### src/rtl/axi4lite_cfg_master.sv
// Bridges single cfg-bus register commands onto an AXI4-Lite master port, one transaction at a time.
// Every cmd, rsp and AXI output is driven straight from a flop.
module axi4lite_cfg_master #(
  parameter int                        CFG_AWIDTH     = 5,
  parameter int                        CFG_DWIDTH     = 32,
  parameter int                        AXI_ADDR_WIDTH = 32,
  parameter logic [AXI_ADDR_WIDTH-1:0] BASE_ADDR      = 32'h43C00000
) (
  input  logic                      i_clk,
  input  logic                      i_rst,
  input  logic [CFG_AWIDTH-1:0]     i_cmd_addr,
  input  logic [CFG_DWIDTH-1:0]     i_cmd_data,
  input  logic                      i_cmd_wr,
  input  logic                      i_cmd_valid,
  output logic                      o_cmd_ready,
  output logic [CFG_DWIDTH-1:0]     o_rsp_data,
  output logic [1:0]                o_rsp_resp,
  output logic                      o_rsp_valid,
  input  logic                      i_rsp_ready,
  output logic [AXI_ADDR_WIDTH-1:0] o_axi_awaddr,
  output logic [2:0]                o_axi_awprot,
  output logic                      o_axi_awvalid,
  input  logic                      i_axi_awready,
  output logic [CFG_DWIDTH-1:0]     o_axi_wdata,
  output logic [3:0]                o_axi_wstrb,
  output logic                      o_axi_wvalid,
  input  logic                      i_axi_wready,
  input  logic [1:0]                i_axi_bresp,
  input  logic                      i_axi_bvalid,
  output logic                      o_axi_bready,
  output logic [AXI_ADDR_WIDTH-1:0] o_axi_araddr,
  output logic [2:0]                o_axi_arprot,
  output logic                      o_axi_arvalid,
  input  logic                      i_axi_arready,
  input  logic [CFG_DWIDTH-1:0]     i_axi_rdata,
  input  logic [1:0]                i_axi_rresp,
  input  logic                      i_axi_rvalid,
  output logic                      o_axi_rready
);

  typedef enum logic [2:0] {
    S_IDLE    = 3'd0,
    S_WR_AW_W = 3'd1,
    S_WR_B    = 3'd2,
    S_RD_AR   = 3'd3,
    S_RD_R    = 3'd4,
    S_RSP     = 3'd5
  } state_t;

  state_t                    r_state;
  logic                      r_cmd_ready;
  logic                      r_awvalid;
  logic                      r_wvalid;
  logic                      r_bready;
  logic                      r_arvalid;
  logic                      r_rready;
  logic [AXI_ADDR_WIDTH-1:0] r_addr;
  logic [CFG_DWIDTH-1:0]     r_wdata;
  logic [CFG_DWIDTH-1:0]     r_rsp_data;
  logic [1:0]                r_rsp_resp;
  logic                      r_rsp_valid;

  state_t                    w_state_nxt;
  logic                      w_cmd_ready_nxt;
  logic                      w_awvalid_nxt;
  logic                      w_wvalid_nxt;
  logic                      w_bready_nxt;
  logic                      w_arvalid_nxt;
  logic                      w_rready_nxt;
  logic [AXI_ADDR_WIDTH-1:0] w_addr_nxt;
  logic [CFG_DWIDTH-1:0]     w_wdata_nxt;
  logic [CFG_DWIDTH-1:0]     w_rsp_data_nxt;
  logic [1:0]                w_rsp_resp_nxt;
  logic                      w_rsp_valid_nxt;
  logic [AXI_ADDR_WIDTH-1:0] w_offset;
  logic                      w_aw_ok;
  logic                      w_w_ok;

  // Word index to byte offset; the add below wraps modulo the AXI address width.
  assign w_offset = AXI_ADDR_WIDTH'({i_cmd_addr, 2'b00});
  // A channel is finished once its valid is low or is being accepted on this edge.
  assign w_aw_ok  = !r_awvalid || i_axi_awready;
  assign w_w_ok   = !r_wvalid  || i_axi_wready;

  always_comb begin
    w_state_nxt     = r_state;
    w_cmd_ready_nxt = r_cmd_ready;
    w_awvalid_nxt   = r_awvalid;
    w_wvalid_nxt    = r_wvalid;
    w_bready_nxt    = r_bready;
    w_arvalid_nxt   = r_arvalid;
    w_rready_nxt    = r_rready;
    w_addr_nxt      = r_addr;
    w_wdata_nxt     = r_wdata;
    w_rsp_data_nxt  = r_rsp_data;
    w_rsp_resp_nxt  = r_rsp_resp;
    w_rsp_valid_nxt = r_rsp_valid;
    case (r_state)
      S_IDLE: begin
        if (i_cmd_valid) begin
          w_cmd_ready_nxt = 1'b0;
          w_addr_nxt      = BASE_ADDR + w_offset;
          if (i_cmd_wr) begin
            w_wdata_nxt   = i_cmd_data;
            w_awvalid_nxt = 1'b1;
            w_wvalid_nxt  = 1'b1;
            w_state_nxt   = S_WR_AW_W;
          end else begin
            w_wdata_nxt   = {CFG_DWIDTH{1'b0}};
            w_arvalid_nxt = 1'b1;
            w_state_nxt   = S_RD_AR;
          end
        end else begin
          w_cmd_ready_nxt = 1'b1;
        end
      end
      S_WR_AW_W: begin
        if (r_awvalid && i_axi_awready) begin
          w_awvalid_nxt = 1'b0;
        end else begin
          w_awvalid_nxt = r_awvalid;
        end
        if (r_wvalid && i_axi_wready) begin
          w_wvalid_nxt = 1'b0;
        end else begin
          w_wvalid_nxt = r_wvalid;
        end
        if (w_aw_ok && w_w_ok) begin
          w_bready_nxt = 1'b1;
          w_state_nxt  = S_WR_B;
        end else begin
          w_state_nxt  = S_WR_AW_W;
        end
      end
      S_WR_B: begin
        if (i_axi_bvalid) begin
          w_bready_nxt    = 1'b0;
          w_rsp_data_nxt  = {CFG_DWIDTH{1'b0}};
          w_rsp_resp_nxt  = i_axi_bresp;
          w_rsp_valid_nxt = 1'b1;
          w_state_nxt     = S_RSP;
        end else begin
          w_state_nxt = S_WR_B;
        end
      end
      S_RD_AR: begin
        if (i_axi_arready) begin
          w_arvalid_nxt = 1'b0;
          w_rready_nxt  = 1'b1;
          w_state_nxt   = S_RD_R;
        end else begin
          w_state_nxt = S_RD_AR;
        end
      end
      S_RD_R: begin
        if (i_axi_rvalid) begin
          w_rready_nxt    = 1'b0;
          w_rsp_data_nxt  = i_axi_rdata;
          w_rsp_resp_nxt  = i_axi_rresp;
          w_rsp_valid_nxt = 1'b1;
          w_state_nxt     = S_RSP;
        end else begin
          w_state_nxt = S_RD_R;
        end
      end
      S_RSP: begin
        if (i_rsp_ready) begin
          w_rsp_valid_nxt = 1'b0;
          w_cmd_ready_nxt = 1'b1;
          w_state_nxt     = S_IDLE;
        end else begin
          w_state_nxt = S_RSP;
        end
      end
      default: begin
        w_state_nxt     = S_IDLE;
        w_cmd_ready_nxt = 1'b1;
        w_awvalid_nxt   = 1'b0;
        w_wvalid_nxt    = 1'b0;
        w_bready_nxt    = 1'b0;
        w_arvalid_nxt   = 1'b0;
        w_rready_nxt    = 1'b0;
        w_rsp_valid_nxt = 1'b0;
      end
    endcase
  end

  always_ff @(posedge i_clk) begin
    if (i_rst) begin
      r_state     <= S_IDLE;
      r_cmd_ready <= 1'b1;
      r_awvalid   <= 1'b0;
      r_wvalid    <= 1'b0;
      r_bready    <= 1'b0;
      r_arvalid   <= 1'b0;
      r_rready    <= 1'b0;
      r_addr      <= {AXI_ADDR_WIDTH{1'b0}};
      r_wdata     <= {CFG_DWIDTH{1'b0}};
      r_rsp_data  <= {CFG_DWIDTH{1'b0}};
      r_rsp_resp  <= 2'b00;
      r_rsp_valid <= 1'b0;
    end else begin
      r_state     <= w_state_nxt;
      r_cmd_ready <= w_cmd_ready_nxt;
      r_awvalid   <= w_awvalid_nxt;
      r_wvalid    <= w_wvalid_nxt;
      r_bready    <= w_bready_nxt;
      r_arvalid   <= w_arvalid_nxt;
      r_rready    <= w_rready_nxt;
      r_addr      <= w_addr_nxt;
      r_wdata     <= w_wdata_nxt;
      r_rsp_data  <= w_rsp_data_nxt;
      r_rsp_resp  <= w_rsp_resp_nxt;
      r_rsp_valid <= w_rsp_valid_nxt;
    end
  end

  assign o_cmd_ready   = r_cmd_ready;
  assign o_rsp_data    = r_rsp_data;
  assign o_rsp_resp    = r_rsp_resp;
  assign o_rsp_valid   = r_rsp_valid;
  assign o_axi_awaddr  = r_addr;
  assign o_axi_awprot  = 3'b000;
  assign o_axi_awvalid = r_awvalid;
  assign o_axi_wdata   = r_wdata;
  assign o_axi_wstrb   = 4'hF;
  assign o_axi_wvalid  = r_wvalid;
  assign o_axi_bready  = r_bready;
  assign o_axi_araddr  = r_addr;
  assign o_axi_arprot  = 3'b000;
  assign o_axi_arvalid = r_arvalid;
  assign o_axi_rready  = r_rready;

endmodule

### config.mk
export PLATFORM = sky130hd
export DESIGN_NAME = axi4lite_cfg_master
export DESIGN_NICKNAME = d
export VERILOG_FILES = /design/src/rtl/axi4lite_cfg_master.sv
export SDC_FILE = /design/constraint.sdc
export NUM_CORES = 1
export LEC_CHECK = 0
export ABC_AREA = 1
export ABC_CLOCK_PERIOD_IN_PS = 2000
export BUFFER_PORTS_ARGS = -buffer_cell sky130_fd_sc_hd__buf_2
export CAP_MARGIN = 20
export CORE_ASPECT_RATIO = 0.5
export CORE_MARGIN = 2
export CORE_UTILIZATION = 44
export CTS_CLUSTER_SIZE = 40
export DETAILED_ROUTE_END_ITERATION = 10
export PLACE_DENSITY = 0.79
export RECOVER_POWER = 100
export SLEW_MARGIN = 20
export SYNTH_ARGS = -nofsm -noshare
export SYNTH_HDL_FRONTEND = slang
export SYNTH_SLANG_ARGS = --single-unit
### constraint.sdc
create_clock -name i_clk -period 2 [get_ports i_clk]
set_clock_uncertainty 0.2 [all_clocks]
set_input_delay 0.1 -clock i_clk [delete_from_list [all_inputs] [get_ports i_clk]]
set_output_delay 0.1 -clock i_clk [all_outputs]
set_load 0.03 [all_outputs]
# Yosys cells after proc, flatten, opt, wreduce, memory -nomap -nowiden
# Index checks and enable logic that the tools add are counted.
# W data, S select, Z words.
totals:
  register_bits: 108
  input_bits: 83
  elab_cells: 96
op_classes:
  addsub: 1
  n_eq_ne: 15
  mux: 38
  bitwise_logic: 6
  reduce_logical: 24
op_table:
  columns: ["op", "n"]
  rows:
  - ["$mux W32", 3]
  - ["$pmux W32 S2", 1]
  - ["$add A31 B7 Y32 const A", 1]
  - ["$ne A2 B2 Y1 const B", 10]
  - ["$reduce_or A4 Y1", 5]
  - ["$pmux W1 S3", 6]
  - ["$pmux W3 S6", 1]
  - ["$mux W1", 17]
  - ["$reduce_and A4 Y1", 4]
  - ["$mux W3", 4]
  - ["$reduce_and A3 Y1", 3]
  - ["$mux W2", 4]
  - ["$eq A3 B2 Y1 const B", 2]
  - ["$eq A3 B3 Y1 const B", 2]
  - ["$not A1 Y1", 6]
  - ["$pmux W1 S4", 1]
  - ["$pmux W2 S2", 1]
  - ["$reduce_and A2 Y1", 2]
  - ["$eq A3 B1 Y1 const B", 1]
  - ["$logic_and A1 B1 Y1", 3]
  - ["$logic_not A3 Y1", 1]
  - ["$reduce_or A3 Y1", 1]
  - ["$logic_not A1 Y1", 2]
  - ["$logic_or A1 B1 Y1", 2]
  - ["$reduce_bool A2 Y1", 1]

# Depth between registers and ports, before layout
depth:
  ltp_word: 5
  depth_mapped: 11
  mapped_depth_nobuf: 8

# Worst setup path after synthesis
# Ideal clock, no wire load.
synth_timing:
  kind: "reg2reg"
  startpoint: "register r_state[1]"
  endpoint: "register r_rsp_data[25], in the netlist o_rsp_data[25]"
  setup_time_ns: 0.134
  t_arrival_ns: 1.342
  required_ns: 1.666
  setup_slack_ns: 0.324
  stages_incl_launch_ff: 12
  path_buffers: 3
  synth_period_minus_slack_ns: 1.676
  path_cell_list: "dfxtp_1 > buf_6 > nor2_1 > nand2_2 > nand2_2 > inv_2 > nor2_4 > buf_12 > buf_12 > nand2_2 > o21ai_2 > nor2_2"
synth_between:
  elab_chain_cells: 3
  word_cells_on_any_way: 7
  cone_classes: "eq/ne: 4; mux: 1; reduce/logical: 2"
synth_lines:
  columns: ["element", "line_no", "rtl"]
  rows:
  - ["from (decl)", "50", "state_t r_state;"]
  - ["from (signal assigned)", "203", "r_state <= w_state_nxt;"]
  - ["$eq A3 B3 Y1 or $eq A3 B2 Y1 (tied branches)", "98", "case (r_state)"]
  - ["$ne A2 B2 Y1 (no source line) or $reduce_bool A2 Y1 (tied branches)", null, null]
  - ["$reduce_and A3 Y1 (no source line)", null, null]
  - ["to (signal assigned)", "199", "r_rsp_data <= {CFG_DWIDTH{1'b0}};"]
  - ["to (signal assigned)", "212", "r_rsp_data <= w_rsp_data_nxt;"]
  - ["to (decl)", "59", "logic [CFG_DWIDTH-1:0] r_rsp_data;"]
# Parallel ways exist; a longest one is shown, timed or not.
# A chain may end at the register's enable or synchronous reset.

# Worst setup path in the final report
layout_timing:
  startpoint: "register r_state[2]"
  endpoint: "register r_wdata[15], in the netlist o_axi_wdata[15]"
layout_between:
  elab_chain_cells: 2
layout_lines:
  columns: ["element", "line_no", "rtl"]
  rows:
  - ["$logic_not A3 Y1", "98", null]
  - ["$reduce_and A2 Y1 (no source line)", null, null]
  - ["to (signal assigned)", "198", "r_wdata <= {CFG_DWIDTH{1'b0}};"]
  - ["to (signal assigned)", "211", "r_wdata <= w_wdata_nxt;"]
  - ["to (decl)", "58", "logic [CFG_DWIDTH-1:0] r_wdata;"]
# Every way passes these cells.

==> metrics.md <==
| Metric | Value |
|---|---|
| Startpoint types | `register` |
| DRT Pass-1 Iters | `6` |
| Initial antenna violation count | `0` |
| Number of global-route vias before repair | `3991` |
| Vias per inst | `4.71` |
| DR WL/cell | `13.0 um` |
| Synth top area cells | `dfxtp_1 (41%), buf_4 (13%), nand2_1 (12%)` |
| Core Area | `0.00880 sq mm` |
| Power Density | `1310 mW/mm^2` |
| Share of async-settable or async-resettable flops after synthesis | `0%` |
| CTS Buf Count | `9` |
| Worst relative slew slack | `59.8%` |
| Cts repair resizes | `0` |
| Routed WL | `11600 um` |
| Placed Cells incl. Taps | `791` |
| Final Net Count | `851` |
| Power Total | `7.36 mW` |
| Slew Limit Fails | `0` |
| Final Hold Fails | `0` |
| Initial drt markers | `225` |
| Proportion of layout cells with a drive suffix above 1 | `17.4%` |
| Post-Syn Area | `0.00404 sq mm` |
| Tcrit/Tclk final | `89.2%` |
| Mean post-synth cell area | `7.54 sq um` |
| Total GRT Usage | `22.6%` |
| Syn Inst Count | `536` |
| Vias | `4179` |
| Clock Tree Buf Depth | `2` |
| Max Freq | `561 MHz` |
| Initial core utilization | `45.9%` |
| Synth warn | `0` |
| Clock-pin slew of the registers on the worst-case setup and hold paths | `0.06 ns` |
| Dominant synthesized flop cell | `dfxtp_1` |
| Port Buffers | `175` |
| #FFs+latches synth | `82` |
| Crit Path Category | `register to register` |
| Crit Reg-Reg Startpoint | `r_state[2]$_SDFFE_PP0P_` |
| Sequential area share after synthesis | `40.6%` |
| Global-route wire length before repair | `18300 um` |
| CTS root buffer | `clkbuf_16` |
| Cts hold-fix bufs | `80` |
| Post-synth EDFFs | `0` |
| CTS tree | `yes` |
| GP Congestion | `0.866` |
| Critical Path Fanout Max | `39` |
| Peak VDD IR | `0.000658 V` |
| Clock Latency Late Sink | `0.32 ns` |
| P&R area growth vs syn | `38.6%` |
| RSZ-0062 raised after global routing | `false` |
| Final Instance Area | `0.00560 sq mm` |
| Row count | `24` |
| Setup TNS | `0 ns` |
| Outcome | `complete, no violations` |
| Dpl hpwl | `7000 um` |
| Post-synth cell types | `27` |
| Commonest cells post-synth | `nand2_1 (128), dfxtp_1 (82), buf_4 (68)` |
| Worst setup path start | `r_state[2]$_SDFFE_PP0P_` |
| DRC Markers | `0` |
| N_diodes | `0` |
| Hold path startpoint | `i_axi_rvalid` |
| Leading area contributor after synthesis | `dfxtp_1` |
| Crit path DAT | `1.84 ns` |
| Data required, critical path | `2.06 ns` |
| Worst-Margin Slew | `0.603 ns` |
| Leakage | `2.37 nW` |
| Area after DPL | `0.00466 sq mm` |
| Grt ovf | `0` |
| # H-tree levels | `3` |
| Min Hold Slack | `0.0556 ns` |
| CTS sink cnt | `82` |
| Die Ht | `71.8 um` |
| Max_cap viols | `0` |
| Fin crit period | `1.78 ns` |
| DRT antenna net count | `0` |
| # setup viols final | `0` |
| Post-CTS setup buffer count | `0` |
| Critical path capture point type | `register` |
| Worst hold path class | `input port to register` |
| Final Instance Count excl. Fillers | `887` |
| IO Pins | `230` |
| Die width | `140 um` |
| Die ar. | `0.0100 sq mm` |
| Most common cell in the netlist | `nand2_1` |
| Largest net degree at the start of global routing | `40` |
| Area share of the largest cell type after synthesis | `40.6%` |
## logic make-up after synthesis
logic type | after synthesis | synth area share, %
buffers and inverters | 120 | 20.3
AOI/OAI and AO/OA | 89 | 12.5
DFF | 82 | 40.6
and+or+nand+nor | 240 | 25.5
adders and majority gates | 3 | 0.929
other | 2 | 0.186
## worst paths after layout
kind / cells past startpoint / slack (ns) / to
max: 8 / 0.22 / o_axi_wdata[15]$_SDFFE_PP0P_
min: 5 / 0.06 / r_state[0]$_SDFFE_PP0P_
max reg2reg: 8 / 0.22 / o_axi_wdata[15]$_SDFFE_PP0P_
min reg2reg: 2 / 0.26 / o_axi_wdata[25]$_SDFFE_PP0P_
## power breakdown
group	switching (mW)	internal [mW]	total (mW)
sequential	0.263	2.06	2.32
clock	0.644	0.946	1.59
combinational	2.45	0.996	3.44
total	3.35	4.00	7.36
## worst max-delay path: stages (launching register included)
cell,delay [ns]
dfxtp_1,0.39
nor2_4,0.20
inv_2,0.07
nor2_4,0.15
nand2_1,0.11
inv_1,0.11
buf_12,0.20
nand3_1,0.11
a21oi_1,0.16
## per-stage QoR
step / util (%) / worst slack, ns
after floorplan: - / 0.324
after global placement: 52.9 / 0.317
after detailed placement: 52.9 / 0.254
after CTS: 65.4 / 0.248
after global routing: 63.7 / 0.0557
final: 63.7 / 0.216
## state kept, by name (all words and copies together) (netlist names)
signal	flops
o_axi_arvalid	1
o_rsp_valid	1
o_axi_bready	1
o_rsp_data	32
o_axi_wdata	32
o_cmd_ready	1
o_rsp_resp	2
o_axi_wvalid	1
o_axi_awvalid	1
o_axi_rready	1
r_state	3
o_axi_araddr	6
## metal layers
layer	track usage, %	vias to the layer above	wire length [um]
met2	43.4	154	6080
met5	0	-	0
met3	6.02	31	617
li1	-	2042	-
met4	9.78	0	311
met1	23.7	1952	4540
## area by class of cell
class | instances | area, sq um
Clock buffer | 13 | 270
Clock inverter | 3 | 21.3
Fill cell | 807 | 3200
Inverter | 20 | 75.1
Multi-Input combinational cell | 386 | 1740
Sequential cell | 82 | 1640
Tap cell | 117 | 146
Timing Repair Buffer | 266 | 1710
## layout by cell type, fill, tap and decap left out, types with 2 or more instances in the layout
cell | netlist | final
buf_2 | 11 | 82
nor3_1 | 2 | 2
conb_1 | 2 | 54
nor2_2 | 10 | 10
dfxtp_1 | 82 | 82
o21ai_0 | 11 | 34
nand4_1 | 2 | 2
nor2_4 | 3 | 3
buf_4 | 68 | 6
nand2_2 | 8 | 5
inv_1 | 16 | 18
buf_12 | 3 | 5
ha_1 | 3 | 3
o21ai_2 | 14 | 7
a21oi_1 | 45 | 45
clkbuf_16 | 0 | 9
dlygate4sd3_1 | 0 | 80
clkbuf_1 | 12 | 94
clkbuf_8 | 0 | 3
nand3_1 | 40 | 40
nand2_1 | 128 | 131
nor2_1 | 46 | 46
Power figures use the tool's default switching activity.
